File: src/rtl/hc_sr04_echo_emulator.sv
// ---------------------------------------------------------------------------
// hc_sr04_echo_emulator
//
// Emulates the sensor side of an HC-SR04 ultrasonic ranger so the rover's
// distance-sensor driver can be exercised without real hardware. A trigger
// pulse of sufficient width is answered, after a fixed burst delay, by an
// echo pulse whose width encodes the programmed distance in centimetres.
//
// Ports
//   clk          clock
//   reset_n      asynchronous active-low reset (released synchronously inside)
//   sn_trigger   trigger pin from the driver, asynchronous to clk
//   sn_edge      echo pin back to the driver
//   distance_ld  one-cycle strobe: capture distance_in into the shadow register
//   distance_in  distance to emulate, cm
//   busy         high from trigger acceptance until the echo falls
//   trig_err     one-cycle pulse when a trigger was too short and rejected
//   echo_done    one-cycle pulse on the cycle the echo falls
// ---------------------------------------------------------------------------
module hc_sr04_echo_emulator #(
    parameter int CLK_FREQ        = 100_000_000,
    parameter int TRIG_MIN_US     = 10,
    parameter int ECHO_DELAY_US   = 250,
    parameter int US_PER_CM       = 58,
    parameter int MAX_DISTANCE_CM = 400,
    parameter int TIMEOUT_US      = 38000,
    parameter int WL              = $clog2(MAX_DISTANCE_CM + 1)
) (
    input  logic          clk,
    input  logic          reset_n,
    input  logic          sn_trigger,
    output logic          sn_edge,
    input  logic          distance_ld,
    input  logic [WL-1:0] distance_in,
    output logic          busy,
    output logic          trig_err,
    output logic          echo_done
);

    localparam int CLK_PER_US  = CLK_FREQ / 1_000_000;
    localparam int TRIG_CNT    = TRIG_MIN_US * CLK_PER_US;
    localparam int DLY_CNT     = ECHO_DELAY_US * CLK_PER_US;
    localparam int CYC_PER_CM  = US_PER_CM * CLK_PER_US;
    localparam int TIMEOUT_CNT = TIMEOUT_US * CLK_PER_US;
    localparam int MAXDIST_CNT = MAX_DISTANCE_CM * CYC_PER_CM;
    localparam int ECHO_MAX    = (TIMEOUT_CNT > MAXDIST_CNT) ? TIMEOUT_CNT : MAXDIST_CNT;
    localparam int CNT_MAX     = (ECHO_MAX > DLY_CNT) ? ECHO_MAX : DLY_CNT;
    // One spare bit so the largest echo product can never wrap.
    localparam int CW          = $clog2(CNT_MAX) + 1;
    localparam int TW          = $clog2(TRIG_CNT + 1);

    localparam logic [CW-1:0] CYC_PER_CM_W = CW'(CYC_PER_CM);
    localparam logic [CW-1:0] TIMEOUT_W    = CW'(TIMEOUT_CNT);
    localparam logic [CW-1:0] DLY_W        = CW'(DLY_CNT);
    localparam logic [TW-1:0] TRIG_W       = TW'(TRIG_CNT);
    localparam logic [WL-1:0] MAXDIST_W    = WL'(MAX_DISTANCE_CM);

    typedef enum logic [1:0] {
        IDLE,
        TRIG_HI,
        DELAY,
        ECHO
    } state_t;

    logic [1:0]    rst_sync;
    logic          rst_n_int;
    logic          trig_s1, trig_s2, trig_d;
    logic          trig_rise, trig_fall;
    logic [WL-1:0] shadow_dist;
    logic          dist_valid;
    logic [CW-1:0] echo_prod;

    state_t        state, state_nxt;
    logic [CW-1:0] cnt, cnt_nxt;
    logic [CW-1:0] echo_len, echo_len_nxt;
    logic [TW-1:0] width, width_nxt;
    logic          sn_edge_nxt, busy_nxt, trig_err_nxt, echo_done_nxt;

    // Reset bridge: assertion reaches every flop immediately (so a reset in
    // the middle of an echo drops the pin at once), release is aligned to clk.
    always_ff @(posedge clk or negedge reset_n) begin
        if (!reset_n) begin
            rst_sync <= 2'b00;
        end else begin
            rst_sync <= {rst_sync[0], 1'b1};
        end
    end

    assign rst_n_int = rst_sync[1];

    // Two-flop synchronizer on the trigger pin plus a delayed copy so rising
    // and falling edges are seen exactly once on the synchronized value.
    always_ff @(posedge clk or negedge rst_n_int) begin
        if (!rst_n_int) begin
            trig_s1 <= 1'b0;
            trig_s2 <= 1'b0;
            trig_d  <= 1'b0;
        end else begin
            trig_s1 <= sn_trigger;
            trig_s2 <= trig_s1;
            trig_d  <= trig_s2;
        end
    end

    assign trig_rise = trig_s2 & ~trig_d;
    assign trig_fall = ~trig_s2 & trig_d;

    // Shadow distance can be rewritten at any time; a measurement in flight
    // keeps the width it captured when its trigger was accepted.
    always_ff @(posedge clk or negedge rst_n_int) begin
        if (!rst_n_int) begin
            shadow_dist <= '0;
        end else if (distance_ld) begin
            shadow_dist <= distance_in;
        end
    end

    // Out-of-range distances (0 or beyond the sensor's reach) report the
    // "no object" timeout instead of a scaled width.
    assign dist_valid = (shadow_dist != '0) && (shadow_dist <= MAXDIST_W);
    assign echo_prod  = CW'(shadow_dist) * CYC_PER_CM_W;

    // State and output registers; every output comes straight from a flop.
    always_ff @(posedge clk or negedge rst_n_int) begin
        if (!rst_n_int) begin
            state     <= IDLE;
            cnt       <= '0;
            echo_len  <= '0;
            width     <= '0;
            sn_edge   <= 1'b0;
            busy      <= 1'b0;
            trig_err  <= 1'b0;
            echo_done <= 1'b0;
        end else begin
            state     <= state_nxt;
            cnt       <= cnt_nxt;
            echo_len  <= echo_len_nxt;
            width     <= width_nxt;
            sn_edge   <= sn_edge_nxt;
            busy      <= busy_nxt;
            trig_err  <= trig_err_nxt;
            echo_done <= echo_done_nxt;
        end
    end

    // Next-state logic. The one down-counter serves both the burst delay and
    // the echo width; triggers outside IDLE/TRIG_HI are simply not looked at.
    always_comb begin
        state_nxt     = state;
        cnt_nxt       = cnt;
        echo_len_nxt  = echo_len;
        width_nxt     = width;
        sn_edge_nxt   = sn_edge;
        busy_nxt      = busy;
        trig_err_nxt  = 1'b0;
        echo_done_nxt = 1'b0;

        case (state)
            IDLE: begin
                if (trig_rise) begin
                    state_nxt = TRIG_HI;
                    width_nxt = TW'(1);
                end
            end

            TRIG_HI: begin
                if (trig_fall) begin
                    if (width >= TRIG_W) begin
                        echo_len_nxt = dist_valid ? echo_prod : TIMEOUT_W;
                        cnt_nxt      = DLY_W;
                        busy_nxt     = 1'b1;
                        state_nxt    = DELAY;
                    end else begin
                        trig_err_nxt = 1'b1;
                        state_nxt    = IDLE;
                    end
                end else if (width < TRIG_W) begin
                    width_nxt = width + TW'(1);
                end
            end

            DELAY: begin
                if (cnt == '0) begin
                    sn_edge_nxt = 1'b1;
                    cnt_nxt     = echo_len - CW'(1);
                    state_nxt   = ECHO;
                end else begin
                    cnt_nxt = cnt - CW'(1);
                end
            end

            ECHO: begin
                if (cnt == '0) begin
                    sn_edge_nxt   = 1'b0;
                    busy_nxt      = 1'b0;
                    echo_done_nxt = 1'b1;
                    state_nxt     = IDLE;
                end else begin
                    cnt_nxt = cnt - CW'(1);
                end
            end

            default: begin
                state_nxt = IDLE;
            end
        endcase
    end

endmodule
File: config.mk
export PLATFORM = sky130hd
export DESIGN_NAME = hc_sr04_echo_emulator
export DESIGN_NICKNAME = d
export VERILOG_FILES = /design/src/rtl/hc_sr04_echo_emulator.sv
export SDC_FILE = /design/constraint.sdc
export NUM_CORES = 1
export LEC_CHECK = 0
export ABC_AREA = 0
export ABC_CLOCK_PERIOD_IN_PS = 2200
export BUFFER_PORTS_ARGS = -buffer_cell sky130_fd_sc_hd__clkbuf_2
export CAP_MARGIN = 20
export CORE_MARGIN = 3
export CORE_UTILIZATION = 57
export DETAILED_ROUTE_END_ITERATION = 6
export PLACE_DENSITY = 0.77
export SKIP_CTS_REPAIR_TIMING = 1
export SYNTH_ARGS = -nofsm -noshare
export SYNTH_HDL_FRONTEND = slang
export SYNTH_SLANG_ARGS = --single-unit
File: constraint.sdc
create_clock -name clk -period 2.2 [get_ports clk]
set_clock_uncertainty 0.15 [all_clocks]
set_input_delay 0.44 -clock clk [delete_from_list [all_inputs] [get_ports clk]]
set_output_delay 0.44 -clock clk [all_outputs]
set_load 0.05 [all_outputs]
==> results of run 1 <==
-- critical path: cells and delay by family (launching register included) --
family,cells,cell delay [ns]
adders and majority gates,5,1.99
DFF,1,0.48
buffers and inverters,5,0.41
xor gates and xnor gates,1,0.14
AOI/OAI and AO/OA,5,0.81
-- synthesized netlist by cell type, types with 4 or more instances --
cell,n
fa_1,22
a21oi_1,39
xnor2_1,12
nand2_1,41
nand4_1,7
xor2_1,21
inv_1,74
o31ai_1,5
nor2_1,53
ha_1,56
a22o_1,4
or4_1,6
mux2_2,4
and3_1,6
nand3_1,13
nor4_1,11
o21ai_0,42
a31oi_1,7
clkbuf_1,13
o211ai_1,4
o21a_1,4
nor2b_1,7
nor3_1,19
or3_1,8
dfrtp_1,72
-- metrics by stage --
step	util, %	cells	setup slack (ns)
floorplan	-	612	-1.57
global placement	75.5	891	-1.57
detailed placement	75.5	891	-1.66
CTS	77.5	907	-1.75
global route	85.7	927	-2.03
finish	85.7	927	-1.91
-- sequential cells by signal (all words and copies together), names as in the netlist, named ones only --
signal,count
state,1
sn_edge,1
width,10
trig_s2,1
busy,1
trig_s1,1
trig_d,1
cnt,23
trig_err,1
shadow_dist,9
rst_sync,2
echo_len,19
echo_done,1
-- worst paths after layout --
check	start	endpoint	slack, ns	cells after the start
max	shadow_dist[2]	echo_len[16]	-1.91	16
min	sn_trigger	trig_s1	0.03	1
max reg2reg	shadow_dist[2]	echo_len[16]	-1.91	16
min reg2reg	rst_sync[1]	shadow_dist[7]	0.09	0
max in group asynchronous	rst_sync[1]	echo_len[18]	1.11	1
min in group asynchronous	rst_sync[1]	shadow_dist[7]	0.09	0
-- layout by cell type (no fill, tap or decap), types with 9 or more instances in the layout --
master,count
o21ai_1,13
inv_2,18
clkbuf_8,9
o21ai_0,15
a21oi_1,28
ha_4,15
inv_1,56
buf_4,132
nand2_1,36
xnor2_1,11
clkbuf_2,16
nor3_1,12
dfrtp_1,65
nand3_1,13
buf_6,31
nor2_1,49
xor2_1,20
fa_1,20
ha_1,37
o21ai_2,14
-- layout make-up --
cell class | count | area, sq um
clock inverters | 7 | 62.6
repair buffers | 185 | 1530
clock buffers | 9 | 124
inverters | 75 | 287
multi-input cells | 450 | 4020
fillers | 438 | 1340
flip-flops and latches | 72 | 1810
well taps | 129 | 161
-- layer usage --
metal  track usage, %  share of wire, %  wire length, um
met5                0                 0                0
met4             13.8               8.2             1660
met3             4.28               7.5             1530
met2             50.2                50            10100
met1             33.0                35             7000
-- cells by family (layout without fill, tap and decap cells) --
logic type                 after synthesis  count (layout)  synth area share [%]
adders and majority gates               78              78                  20.7
AOI/OAI and AO/OA                      140             140                  15.9
DFF                                     72              72                  32.6
muxes                                    4               4                 0.815
other                                    1               1                0.0679
and+or+nand+nor                        194             194                  18.4
xor gates and xnor gates                33              33                  5.23
buffers and inverters                   90             276                  6.32
-- power by group through the flow --
stage | registers, mW | clock network (mW) | logic [mW]
floorplan | 1.67 | 0 | 2.46
global placement | 1.64 | 0 | 3.63
detailed placement | 1.65 | 0 | 3.80
CTS | 1.63 | 1.06 | 3.94
global route | 1.68 | 1.13 | 5.59
finish | 1.66 | 1.09 | 5.30
==> impl_metrics.json, run 1 <==
{
  "layout-drive-gt1-share_pct": 42.6,
  "cts-buffers-inserted": 9,
  "die_w_um": 104,
  "insertion_delay_ns": 0.37,
  "worstSetupPathType": "reg2reg",
  "grt_pass1_vias": 5373,
  "p_per_area_mw_per_mm2": 1010,
  "initial_core_util_pct": 59.2,
  "ys_seq_area_share_pct": 32.6,
  "setup_viol": 43,
  "power_frac_seq_pct": 20.6,
  "timing.final.ws_setup_ns": -1.91,
  "design_area_sq_mm": 0.00799,
  "min_period_ns": 4.11,
  "viasPerCell": 6.36,
  "synth_top_area_share_pct": 32.6,
  "clock_tree.root_cell": "clkbuf_8",
  "synth_async_sr_flop_share_pct": 100,
  "fin_tns_setup_ns": -31.13,
  "diodes": 0,
  "internal_power_mw": 4.39,
  "grt_max_degree": 50,
  "combPwrFrac_pct": 65.9,
  "grt_first_pass_wirelength_mm": 25.1,
  "path_max_fanout": 4,
  "required_ns": 2.32,
  "rsz0062_at_grt": "yes",
  "cpPeakStageDelay_ns": 0.53,
  "status": "finished with violations",
  "crit_chain": "ha_4 -> inv_2 -> fa_1 -> inv_1 -> fa_1 -> inv_1 -> fa_1 -> inv_2 -> ha_4 -> o211ai_1 -> a21oi_1 -> a211oi_2 -> buf_4 -> o21ai_4 -> xnor2_1 -> a21oi_1",
  "cts.sinks": 72,
  "fp-row-count": 35,
  "slew_violations": 0,
  "path_common_cell": "fa_1",
  "core-area_sq_mm": 0.00933,
  "switchingPower_mw": 3.65,
  "nets": 884,
  "relSlewSlack_pct": 64.7,
  "port_buffers": 16,
  "gp_congestion": 0.964,
  "syn-instance-count": 612,
  "drc": 0,
  "grt_usage_pct": 28.2,
  "overflow": 0,
  "grt_antenna_before_repair": 0,
  "drtPass1Iterations": 6,
  "arrival_ns": 4.22,
  "detailed_place_hpwl_mm": 11.4,
  "hp-class": "in2reg",
  "hold_viol": 0,
  "drtIter0Drc": 629,
  "postRouteAntennaNets": 0,
  "cts_tree": "done",
  "finalPower_mw": 8.05,
  "place_area_sq_mm": 0.00704,
  "clk_path_buf_depth": 2,
  "die_area_sq_mm": 0.0109,
  "syn_area_sq_mm": 0.00553,
  "clkTransAtPathRegs_ns": 0.11,
  "htree_levels": 3,
  "p_leak_nw": 3.83,
  "synthTopCellsByArea": "dfrtp_1, ha_1, fa_1",
  "wl_mm": 20.3,
  "synth_top_area_cell": "dfrtp_1",
  "cp_slowest_cell": "fa_1",
  "synthToLayoutAreaGrowth_pct": 44.6,
  "cap_violations": 0,
  "syn_nets": 703,
  "violations": "negative setup slack",
  "cp-start-kind": "flip-flop",
  "worst_pin_slew_ns": 0.526,
  "synth_edf_count": 0,
  "fin_crit_sh_pct": 187,
  "synth_area_per_cell_sq_um": 9.03,
  "die_h_um": 104,
  "vias": 5895,
  "wl_per_cell_um": 21.9,
  "synth_warnings": 0,
  "synthFlopType": "dfrtp_1",
  "fmax_mhz": 244,
  "pwr-share-clk_pct": 13.5,
  "vdd_drop_max_mv": 1.36,
  "synth-seq-cells": 72,
  "whs_ns": 0.0266,
  "ys_types": 63,
  "critPathCaptureType": "flip-flop",
  "netSwitchingFraction_pct": 45.4,
  "io_pins": 17
}
No activity file was read; power rests on OpenSTA's default activity.
==> run 2: changes to the inputs <==
Settings changed: CORE_MARGIN 3 to not set.
==> impl_metrics.json, run 2 (synthesis results as in run 1) <==
{
  "status": "finished with violations",
  "violations": "negative setup slack",
  "hold_viol": 0,
  "fin_tns_setup_ns": -35.52,
  "worst_pin_slew_ns": 0.684,
  "place_area_sq_mm": 0.00705,
  "p_leak_nw": 3.82,
  "relSlewSlack_pct": 54.4,
  "postRouteAntennaNets": 0,
  "seqCellArea_sq_mm": 0.00181,
  "multiInputGateArea_sq_mm": 0.00405,
  "cts.sinks": 72,
  "final_common_cell": "buf_4",
  "stdcell_count": 935,
  "clock_tree.root_cell": "clkbuf_8",
  "arrival_ns": 4.31,
  "synthToLayoutAreaGrowth_pct": 46.3,
  "fin_crit_sh_pct": 190,
  "diodes": 0,
  "clkTransAtPathRegs_ns": 0.10,
  "largestRegisters": "cnt: 23 flops, echo_len: 19 flops, width: 10 flops",
  "nets": 892,
  "core-area_sq_mm": 0.00933,
  "clk_path_buf_depth": 2,
  "die_h_um": 100,
  "cp-start-kind": "flip-flop",
  "drtIter0Drc": 596,
  "fmax_mhz": 239,
  "critPathCaptureType": "flip-flop",
  "p_per_area_mw_per_mm2": 969,
  "htree_levels": 3,
  "worstSetupPathType": "reg2reg",
  "cts-buffers-inserted": 9,
  "design_area_sq_mm": 0.00808,
  "die_area_sq_mm": 0.0101,
  "finalPower_mw": 7.83,
  "rsz0062_at_grt": "yes",
  "top_register": "cnt",
  "path_max_fanout": 4,
  "io_pins": 17,
  "cts_tree": "done",
  "n_fill_cell": 424,
  "gp_congestion": 0.918,
  "drc": 0,
  "setup_viol": 43,
  "fp-row-count": 35,
  "largest_reg_flops": 23,
  "grt_max_degree": 47,
  "wl_mm": 21.4,
  "insertion_delay_ns": 0.38,
  "grt_antenna_before_repair": 0,
  "hp-class": "in2reg",
  "detailed_place_hpwl_mm": 11.6,
  "timing.final.ws_setup_ns": -1.99,
  "port_buffers": 16,
  "cap_violations": 0,
  "grt_usage_pct": 32.7,
  "final_cell_mix": "buf_4, dfrtp_1, inv_1",
  "die_w_um": 100,
  "min_period_ns": 4.19,
  "drtPass1Iterations": 7,
  "overflow": 0,
  "layout-drive-gt1-share_pct": 43.1,
  "required_ns": 2.32,
  "vias": 6097,
  "dp.cells": 892,
  "grt_first_pass_wirelength_mm": 25.7,
  "viasPerCell": 6.52,
  "vdd_drop_max_mv": 0.910,
  "slew_violations": 0,
  "initial_core_util_pct": 59.2,
  "grt_pass1_vias": 5490,
  "wl_per_cell_um": 22.9
}
run 2: cell count changes in the layout (fill, tap and decap cells not counted), sizes merged:
cell | previous run | this run
buf | 167 | 176
clkbuf | 26 | 25
clkinv | 1 | 2
clkinvlp | 3 | 2
run 2: per-layer routing:
metal	GRT usage, %	part of all wire (%)
met1	37.3	34
met2	59.1	48
met3	5.20	8.6
met4	16.5	8.9
met5	0	0
run 2: power breakdown:
group / leakage, nW / internal (mW) / switching (mW)
combinational: 2.83 / 2.39 / 2.70
sequential: 0.901 / 1.47 / 0.194
clock: 0.0888 / 0.432 / 0.643
total: 3.82 / 4.29 / 3.54
run 2: final timing paths:
check	startpoint	endpoint	slack [ns]	cells after the start
setup / recovery	shadow_dist[3]	echo_len[16]	-1.99	14
hold reg to reg	rst_sync[1]	trig_s1	0.13	0
max in group asynchronous	rst_sync[1]	cnt[1]	1.07	1
hold / removal	sn_trigger	trig_s1	0.03	1
min in group asynchronous	rst_sync[1]	trig_s1	0.13	0
setup reg to reg	shadow_dist[3]	echo_len[16]	-1.99	14
run 2: critical path: stages (launching register included):
cell	delay, ns
dfrtp_1	0.44
ha_4	0.21
fa_1	0.50
fa_1	0.51
inv_1	0.09
fa_1	0.64
inv_1	0.09
ha_1	0.38
o211ai_1	0.14
a21oi_1	0.09
a211oi_2	0.24
buf_4	0.20
o21ai_2	0.06
xnor2_1	0.13
a21oi_1	0.21
run 2: final cells by class:
type / instances / area share (%)
Multi-Input combinational cell: 450 / 50.1
Sequential cell: 72 / 22.4
Timing Repair Buffer: 193 / 19.7
Inverter: 75 / 3.58
Tap cell: 129 / 2.00
Clock buffer: 9 / 1.53
Clock inverter: 7 / 0.759
run 2: stage by stage:
step / worst slack [ns] / hold WS, ns / utilization (%)
after global routing: -2.02 / 0.0216 / 86.6
after detailed placement: -1.65 / 0.0765 / 75.6
final: -1.99 / 0.0333 / 86.6
after global placement: -1.56 / 0.0754 / 75.6
after floorplan: -1.57 / -0.00559 / -
after CTS: -1.74 / -0.326 / 77.6
==> run 3: changes to the inputs <==
Settings changed: ABC_CLOCK_PERIOD_IN_PS 2200 to 3980, CORE_UTILIZATION 57 to 45, PLACE_DENSITY 0.77 to not set, REMOVE_ABC_BUFFERS set to 1.
Clock period 2.2 ns to 3.98 ns, I/O delays scaled along.
==> impl_metrics.json, run 3 (synthesis results as in run 1) <==
{
  "status": "finished clean",
  "hp-class": "in2async",
  "cap_violations": 0,
  "insertion_delay_ns": 0.36,
  "stdcell_count": 810,
  "io_pins": 17,
  "fin_crit_sh_pct": 97.3,
  "initial_core_util_pct": 46.0,
  "grt_antenna_before_repair": 0,
  "core-area_sq_mm": 0.0120,
  "wl_per_cell_um": 15.9,
  "nets": 749,
  "grt_max_degree": 39,
  "rsz0062_at_grt": "yes",
  "clock_tree.root_cell": "clkbuf_16",
  "grt_pass1_vias": 4437,
  "grt_usage_pct": 21.5,
  "vdd_drop_max_mv": 0.377,
  "viasPerCell": 5.65,
  "clk_path_buf_depth": 2,
  "port_buffers": 16,
  "die_w_um": 113,
  "clkTransAtPathRegs_ns": 0.07,
  "top_register": "cnt",
  "critPathCaptureType": "flip-flop",
  "p_per_area_mw_per_mm2": 573,
  "final_cell_mix": "dfrtp_1, inv_1, nor2_1",
  "largest_reg_flops": 23,
  "wl_mm": 12.9,
  "fmax_mhz": 258,
  "multiInputGateArea_sq_mm": 0.00355,
  "setup_viol": 0,
  "path_max_fanout": 5,
  "vias": 4576,
  "cts_tree": "done",
  "final_common_cell": "dfrtp_1",
  "gp_congestion": 0.859,
  "p_leak_nw": 3.05,
  "required_ns": 4.07,
  "htree_levels": 3,
  "layout-drive-gt1-share_pct": 17.5,
  "drtPass1Iterations": 5,
  "diodes": 0,
  "grt_first_pass_wirelength_mm": 21.4,
  "drc": 0,
  "cts.sinks": 72,
  "dp.cells": 788,
  "seqCellArea_sq_mm": 0.00180,
  "postRouteAntennaNets": 0,
  "cp-start-kind": "flip-flop",
  "die_h_um": 113,
  "n_fill_cell": 1090,
  "fp-row-count": 40,
  "arrival_ns": 3.96,
  "detailed_place_hpwl_mm": 9.64,
  "cts-buffers-inserted": 9,
  "min_period_ns": 3.87,
  "largestRegisters": "cnt: 23 flops, echo_len: 19 flops, width: 10 flops",
  "overflow": 0,
  "worstSetupPathType": "reg2reg",
  "hold_viol": 0,
  "relSlewSlack_pct": 38.6,
  "drtIter0Drc": 275,
  "finalPower_mw": 3.69,
  "worst_pin_slew_ns": 0.898,
  "slew_violations": 0,
  "die_area_sq_mm": 0.0127,
  "synthToLayoutAreaGrowth_pct": 16.5
}
run 3: cell count changes in the layout (fill, tap and decap cells not counted), moves of 11 or more:
cell,delta
ha_1,+12
buf_4,-104
inv_1,+11
o21ai_1,-13
o21ai_0,+22
buf_6,-34
ha_4,-14
run 3: worst paths after layout:
kind,start,to,slack (ns),cells after the start
max reg2reg,shadow_dist[5],echo_len[17],0.11,14
max,shadow_dist[5],echo_len[17],0.11,14
max in group asynchronous,rst_sync[1],cnt[9],2.50,1
min reg2reg,trig_s1,trig_s2,0.20,0
min in group clk,trig_s1,trig_s2,0.20,0
min,reset_n,rst_sync[1],0.06,1
run 3: critical path, cell delays in order (launching register included):
cell     delay, ns
dfrtp_1       0.43
ha_4          0.26
buf_4         0.15
ha_1          0.29
fa_1          0.55
inv_1         0.06
fa_1          0.53
inv_1         0.04
ha_2          0.36
and3_4        0.21
nand2_1       0.10
a21oi_4       0.20
nor2_1        0.09
xnor2_1       0.13
a22o_1        0.19
run 3: power breakdown:
group / leakage, nW / switching, mW / total, mW / internal, mW
Sequential: 0.904 / 0.106 / 0.922 / 0.816
Combinational: 2.01 / 1.00 / 1.98 / 0.972
Clock: 0.133 / 0.360 / 0.791 / 0.431
run 3: layout make-up:
cell class / instances / area share [%]
flip-flops and latches: 72 / 28.0
clock buffers: 9 / 3.50
clock inverters: 7 / 0.914
inverters: 75 / 4.41
well taps: 147 / 2.86
multi-input cells: 450 / 55.1
repair buffers: 50 / 5.21
run 3: per-layer routing:
| metal | vias to the layer above | track usage [%] | routed length (um) |
|---|---|---|---|
| met5 | - | 0 | 0 |
| met4 | 0 | 8.62 | 293 |
| met3 | 20 | 4.45 | 578 |
| met2 | 110 | 35.4 | 6230 |
| met1 | 2199 | 27.8 | 5810 |
| li1 | 2247 | - | - |
run 3: metrics by stage:
| stage | TNS [ns] | instance area (sq um) | hold WS [ns] | setup slack, ns | utilization (%) |
|---|---|---|---|---|---|
| final | 0 | 6440 | 0.0589 | 0.109 | 53.6 |
| after global routing | -0.0958 | 6440 | 0.0546 | -0.0364 | 53.6 |
| after CTS | -0.458 | 6220 | 0.0540 | -0.106 | 51.8 |
| after detailed placement | -0.291 | 5940 | 0.185 | -0.0777 | 49.5 |
| after global placement | -0.0353 | 5940 | 0.184 | -0.0188 | 49.5 |
| after floorplan | -0.179 | 5460 | 0.181 | -0.103 | - |
